File: src/rtl/seven_seg_scan_ctrl.sv
// seven_seg_scan_ctrl: time-multiplexed scan of a multi-digit active-low seven-segment display.
// One digit per REFRESH_DIV-cycle slot; anode/seg are registered and lag the scan state by 1 cycle.
// Loads are held pending and committed only on the frame wrap; LEADING_ZERO_BLANK_EN blanks leading zeros.

// Hex nibble to active-low segment pattern, seg_o[0]=a .. seg_o[6]=g.
module seven_seg_decoder (
  input  logic [3:0] nibble_i,
  output logic [0:6] seg_o
);

  // Pure lookup; a cleared bit lights the segment.
  always_comb begin
    case (nibble_i)
      4'h0:    seg_o = 7'b0000001;
      4'h1:    seg_o = 7'b1001111;
      4'h2:    seg_o = 7'b0010010;
      4'h3:    seg_o = 7'b0000110;
      4'h4:    seg_o = 7'b1001100;
      4'h5:    seg_o = 7'b0100100;
      4'h6:    seg_o = 7'b0100000;
      4'h7:    seg_o = 7'b0001111;
      4'h8:    seg_o = 7'b0000000;
      4'h9:    seg_o = 7'b0000100;
      4'hA:    seg_o = 7'b0001000;
      4'hB:    seg_o = 7'b1100000;
      4'hC:    seg_o = 7'b0110001;
      4'hD:    seg_o = 7'b1000010;
      4'hE:    seg_o = 7'b0110000;
      default: seg_o = 7'b0111000;
    endcase
  end

endmodule

module seven_seg_scan_ctrl #(
  parameter int NUM_DIGITS   = 4,
  parameter int REFRESH_DIV  = 50000,
  parameter int GUARD_CYCLES = 2
) (
  input  logic                    clk,
  input  logic                    reset,
  input  logic [4*NUM_DIGITS-1:0] value_in,
  input  logic                    load,
  input  logic [NUM_DIGITS-1:0]   digit_en,
  output logic                    load_ack,
  output logic                    frame_start,
  output logic [((NUM_DIGITS > 1) ? $clog2(NUM_DIGITS) : 1)-1:0] digit_sel,
  output logic [NUM_DIGITS-1:0]   anode,
  output logic [0:6]              seg
);

  localparam int SEL_W = (NUM_DIGITS > 1) ? $clog2(NUM_DIGITS) : 1;
  localparam int PRE_W = $clog2(REFRESH_DIV);
  localparam logic [PRE_W-1:0] LAST_PRE = PRE_W'(REFRESH_DIV - 1);
  localparam logic [PRE_W-1:0] GUARD    = PRE_W'(GUARD_CYCLES);
  localparam logic [SEL_W-1:0] LAST_SEL = SEL_W'(NUM_DIGITS - 1);

  logic [PRE_W-1:0]        pre_q, pre_d;
  logic [SEL_W-1:0]        sel_q, sel_d;
  logic [4*NUM_DIGITS-1:0] disp_q, disp_d;
  logic [4*NUM_DIGITS-1:0] pend_q, pend_d;
  logic                    pend_vld_q, pend_vld_d;
  logic                    ack_q, ack_d;
  logic                    fs_q, fs_d;
  logic [NUM_DIGITS-1:0]   anode_q, anode_d;
  logic [0:6]              seg_q, seg_d;

  logic       tc, wrap;
  logic [3:0] nibble;
  logic       en_bit, digit_on;
  logic [0:6] dec_seg;

  assign tc   = (pre_q == LAST_PRE);
  assign wrap = tc && (sel_q == LAST_SEL);

  // Scan advance plus pending/commit bookkeeping; the display value only changes on a wrap.
  always_comb begin
    pre_d      = tc ? '0 : pre_q + 1'b1;
    sel_d      = sel_q;
    disp_d     = disp_q;
    pend_d     = pend_q;
    pend_vld_d = pend_vld_q;
    if (tc) begin
      sel_d = (sel_q == LAST_SEL) ? '0 : sel_q + 1'b1;
    end
    if (wrap) begin
      // A load landing on the wrap itself goes straight to the display.
      if (load) begin
        disp_d = value_in;
      end else if (pend_vld_q) begin
        disp_d = pend_q;
      end
      pend_vld_d = 1'b0;
    end else if (load) begin
      pend_d     = value_in;
      pend_vld_d = 1'b1;
    end
    ack_d = wrap & (load | pend_vld_q);
    fs_d  = wrap;
  end

  // Select the current digit's nibble and enable bit.
  always_comb begin
    nibble = 4'h0;
    en_bit = 1'b0;
    for (int i = 0; i < NUM_DIGITS; i++) begin
      if (sel_q == SEL_W'(i)) begin
        nibble = disp_q[4*i +: 4];
        en_bit = digit_en[i];
      end
    end
  end

`ifdef LEADING_ZERO_BLANK_EN
  logic [SEL_W-1:0] msd;

  // Index of the most significant non-zero nibble; 0 when the value is zero so digit 0 stays lit.
  always_comb begin
    msd = '0;
    for (int i = 0; i < NUM_DIGITS; i++) begin
      if (disp_q[4*i +: 4] != 4'h0) begin
        msd = SEL_W'(i);
      end
    end
  end

  assign digit_on = en_bit & (sel_q <= msd);
`else
  assign digit_on = en_bit;
`endif

  seven_seg_decoder u_dec (
    .nibble_i (nibble),
    .seg_o    (dec_seg)
  );

  // Next display drive: blank during the guard window or for a dark digit, else one anode low.
  always_comb begin
    anode_d = '1;
    seg_d   = 7'b1111111;
    if ((pre_q >= GUARD) && digit_on) begin
      for (int i = 0; i < NUM_DIGITS; i++) begin
        anode_d[i] = (sel_q != SEL_W'(i));
      end
      seg_d = dec_seg;
    end
  end

  // State and registered outputs; reset wins over everything, including a pending value.
  always_ff @(posedge clk) begin
    if (reset) begin
      pre_q      <= '0;
      sel_q      <= '0;
      disp_q     <= '0;
      pend_q     <= '0;
      pend_vld_q <= 1'b0;
      ack_q      <= 1'b0;
      fs_q       <= 1'b0;
      anode_q    <= '1;
      seg_q      <= 7'b1111111;
    end else begin
      pre_q      <= pre_d;
      sel_q      <= sel_d;
      disp_q     <= disp_d;
      pend_q     <= pend_d;
      pend_vld_q <= pend_vld_d;
      ack_q      <= ack_d;
      fs_q       <= fs_d;
      anode_q    <= anode_d;
      seg_q      <= seg_d;
    end
  end

  assign load_ack    = ack_q;
  assign frame_start = fs_q;
  assign digit_sel   = sel_q;
  assign anode       = anode_q;
  assign seg         = seg_q;

endmodule

File: config.mk
export PLATFORM = sky130hd
export DESIGN_NAME = seven_seg_scan_ctrl
export DESIGN_NICKNAME = d
export VERILOG_FILES = /design/src/rtl/seven_seg_scan_ctrl.sv
export SDC_FILE = /design/constraint.sdc
export NUM_CORES = 1
export LEC_CHECK = 0
export CAP_MARGIN = 20
export CORE_ASPECT_RATIO = 2
export CORE_MARGIN = 3
export CORE_UTILIZATION = 47
export CTS_CLUSTER_SIZE = 20
export DETAILED_ROUTE_END_ITERATION = 12
export PLACE_DENSITY_LB_ADDON = 0.12
export SLEW_MARGIN = 40
export SYNTH_ARGS = -nofsm -noshare
export SYNTH_HDL_FRONTEND = slang
export SYNTH_HIERARCHICAL = 1
export SYNTH_SLANG_ARGS = --single-unit
File: constraint.sdc
create_clock -name clk -period 4.6 [get_ports clk]
set_input_delay 0.92 -clock clk [delete_from_list [all_inputs] [get_ports clk]]
set_output_delay 0.92 -clock clk [all_outputs]
set_load 0.01 [all_outputs]
==> run summary <==
The flow ran to the end, and the final reports show no timing, DRC or antenna violations. The fraction of layout instances using a drive strength above 1 is 0.103, and the part of the Yosys area used for sequential elements is 0.380. After detailed routing, the number of remaining DRC violations is 0. Subtracting the final worst setup slack from the clock period gives 3.20 ns.

The number of H-tree branching levels came out at 3. The signal arrival time at the worst endpoint was 3.39 ns. Die footprint: 8300 µm². The tools report the startpoint class of the critical path as a flop. The library cells used most frequently in the layout, excluding fill and tap cells, are sky130_fd_sc_hd__dfxtp_1 (64), sky130_fd_sc_hd__nor2_1 (41), sky130_fd_sc_hd__mux2i_1 (38), sky130_fd_sc_hd__clkdlybuf4s50_1 (36), sky130_fd_sc_hd__nand2b_1 (34).

For this run, the top clock speed supported by timing is 0.312 GHz. Dominant cell type by area after synthesis: sky130_fd_sc_hd__dfxtp_1. Adding up every negative setup slack in the final design gives 0 ns. The global-route wire length before repair was 12.1 mm. CTS saw 64 sinks.

The run gives 0 as the count of cells resized by post-cts repair. The tool flagged a number of max-cap violations equal to 0. Clock skew on the completed layout was measured at 0.00438 ns. Primary flip-flop cell chosen by synthesis mapping: sky130_fd_sc_hd__dfxtp_1.

TritonCTS built the clock tree. Most frequent standard cell in the layout excluding fill and tap cells: sky130_fd_sc_hd__dfxtp_1. The tools report the start point of the worst min-delay path as pend_q[11].

The clock latency at the later pin of the worst-skew pair is 0.32 ns, and the count of antenna-violating nets left after detailed routing is 0. Die extent in x: 65.9 µm. Clock transition at the register clock pins on the worst setup and hold paths after CTS: 0.05 ns.

The number of top-level pins is 38. For the worst flop-to-flop path, the logic depth is 11. From bottom edge to top edge, the die measures 126 µm. 0 antenna diodes ended up in the layout.

In this run the tool buffered the top-level ports with 37 buffer cells. The startpoint identified for the worst register-to-register timing path is digit_sel[1]. Setup violations remaining at the end of the flow were counted as 0. The average size of a mapped cell works out to 9.22 µm².

Across all setup checks in the final design, the least slack found is 1.40 ns. The net count of the finished layout is 428. The total area inside the core boundary comes to 6940 µm². Summed over all layers, the global routing overflow is 0. Initial antenna violation count: 0. The tools report the buffer count from post-CTS setup fixing as 0. By area the synthesized netlist is led by sky130_fd_sc_hd__dfxtp_1 (38%), sky130_fd_sc_hd__mux2i_1 (11%), sky130_fd_sc_hd__nand2b_1 (6.3%). The number of hold violations in the final report was 0; the initial cell density of the core was 0.486. The via count normalized by instance count works out to 5.23. STA classifies the critical path endpoint as a flop. The layout filler cell count was 619.

Summing every instance area after synthesis gives 3380 µm². No sink is reached through more buffers than the 2 on the longest clock path. The routed design has 7.08 mm of wire.

VDD sags by at most 213 µV. Along the worst hold path, the cell count comes to 2. For this design the static power due to leakage is 1.59 nW.

For the pin with the worst max-slew slack, the measured transition is 0.784 ns. The critical path in this run is classified as reg2reg. The area growth from synthesis to layout was 20.9%. The number of enable-type register cells in the synthesized netlist came out at 0. The area fraction of the dominant cell type after synthesis was 0.380.

STA puts the critical path data required time at 4.78 ns. The number of hold buffers added after cts was 0; the routed via count was 2547. Counting every net in the synthesized netlist gives 402.

Remaining max-slew budget at the tightest pin: 0.472. Max-slew violation total from the final report: 0. In the final routed layout, each cell accounts on average for 14.5 µm. The logs give 0.192 for the global routing usage summed across all routing layers and 73 for the maximum number of pins on one net before global-route repair. In this run, the number of DRC markers left after iteration 0 of detailed routing was 133.

After synthesis the netlist holds a flip-flop and latch count of 64. The number of global-route vias before repair was 2574; the count of synthesis-stage warnings from yosys was 6. Yosys mapped the design onto 38 distinct sky130hd cell types.

The share of async-settable or async-resettable flops after synthesis works out to 0. In this run the worst path has a maximum fanout of 11. The share of the core filled with cells in the final layout came out at 0.588. The post-route clock period utilization is 0.696, and the weighted congestion at the end of routability-driven global placement is 0.830.

The total half-perimeter wirelength after legalization and detailed placement is 5.29 mm, and the floorplan row count is 43. In this run the clock root is driven by a sky130_fd_sc_hd__clkbuf_16. In this run the power density over the cells is 332 nW/µm². Setup repair after global routing left no endpoint under its margin. Synthesis produced a netlist whose cell count is 366.

The min-delay analysis places its worst path in the category reg2reg. The worst setup slack before clock tree synthesis is 1.42 ns. The first-pass detailed-route iteration total was 4; the final total power was 0.00135 W. The launching element of the worst setup path was digit_sel[1]. In this run, CTS created clock tree buffers numbering 9.
-- cell type report --
cell class	instances	area (µm²)	share of cell area
tap	90	113	0.0276
clock inverter	3	40.0	0.00981
multi-input combinational	268	1960	0.481
clock buffer	13	260	0.0637
inverter	9	33.8	0.00827
timing repair buffer	40	390	0.0956
sequential	64	1280	0.314
-- stage by stage --
stage | instance area [µm²] | hold WS (ns) | cells
floorplan | 3380 | 0.441 | 366
global placement | 3760 | 0.456 | 471
detailed placement | 3780 | 0.463 | 471
CTS | 4080 | 0.472 | 487
global route | 4080 | 0.496 | 487
finish | 4080 | 0.471 | 487
-- per-layer routing --
metal,vias to the layer above,GRT usage,wire length (µm)
li1,1299,-,-
met1,1191,0.200,2680
met2,43,0.340,3980
met3,14,0.0517,218
met4,0,0.0978,202
met5,-,0,0
-- sequential cells by signal, summed over array words and instances, names as in the netlist, 2 cells and up --
name and count:
anode 4, digit_sel 2, disp_q 16, pend_q 16, seg 7, pre_q 16
-- report_power, final --
part / internal [W] / switching, W
logic: 0.0000521 / 0.0000457
clock network: 0.000447 / 0.000229
registers: 0.000571 / 0.00000865
total: 0.00107 / 0.000284
-- synth_stat cells, types with 2 or more instances --
cell,count
sky130_fd_sc_hd__dfxtp_1,64
sky130_fd_sc_hd__ha_1,13
sky130_fd_sc_hd__nand2_1,14
sky130_fd_sc_hd__a21oi_1,13
sky130_fd_sc_hd__inv_1,9
sky130_fd_sc_hd__nor2b_1,17
sky130_fd_sc_hd__nor2_1,41
sky130_fd_sc_hd__o21ai_1,2
sky130_fd_sc_hd__nand3_1,10
sky130_fd_sc_hd__o21ai_0,6
sky130_fd_sc_hd__nand2b_1,34
sky130_fd_sc_hd__nor4_1,8
sky130_fd_sc_hd__nand3b_1,12
sky130_fd_sc_hd__clkbuf_1,17
sky130_fd_sc_hd__mux2i_1,38
sky130_fd_sc_hd__buf_6,2
sky130_fd_sc_hd__nand4_1,7
sky130_fd_sc_hd__buf_2,4
sky130_fd_sc_hd__mux2_4,10
sky130_fd_sc_hd__nor3_1,6
sky130_fd_sc_hd__xnor2_1,13
sky130_fd_sc_hd__or4_1,5
sky130_fd_sc_hd__mux2_2,6
-- worst paths after layout --
kind,endpoint,slack [ns]
worst min register to register,pend_q[11],0.47
worst max-delay path,seg[3],1.40
worst min-delay path,pend_q[11],0.47
worst max register to register,seg[3],1.40
-- worst max-delay path, stage by stage (launching register included) --
cell	delay, ns
sky130_fd_sc_hd__dfxtp_1	0.38
sky130_fd_sc_hd__inv_1	0.08
sky130_fd_sc_hd__ha_1	0.31
sky130_fd_sc_hd__nand3b_1	0.21
sky130_fd_sc_hd__a21oi_1	0.15
sky130_fd_sc_hd__a21oi_1	0.05
sky130_fd_sc_hd__o21ai_0	0.63
sky130_fd_sc_hd__inv_1	0.24
sky130_fd_sc_hd__ha_1	0.35
sky130_fd_sc_hd__inv_1	0.04
sky130_fd_sc_hd__mux4_2	0.45
sky130_fd_sc_hd__nand3b_1	0.16
-- cell families after synthesis --
group                      share of synthesized area
DFF                                            0.380
AOI/OAI and AO/OA                             0.0478
and+or+nand+nor                                0.259
muxes                                          0.184
adders and majority gates                     0.0482
xor gates and xnor gates                      0.0363
buffers and inverters                         0.0448
No activity file was read; power rests on OpenSTA's default activity.
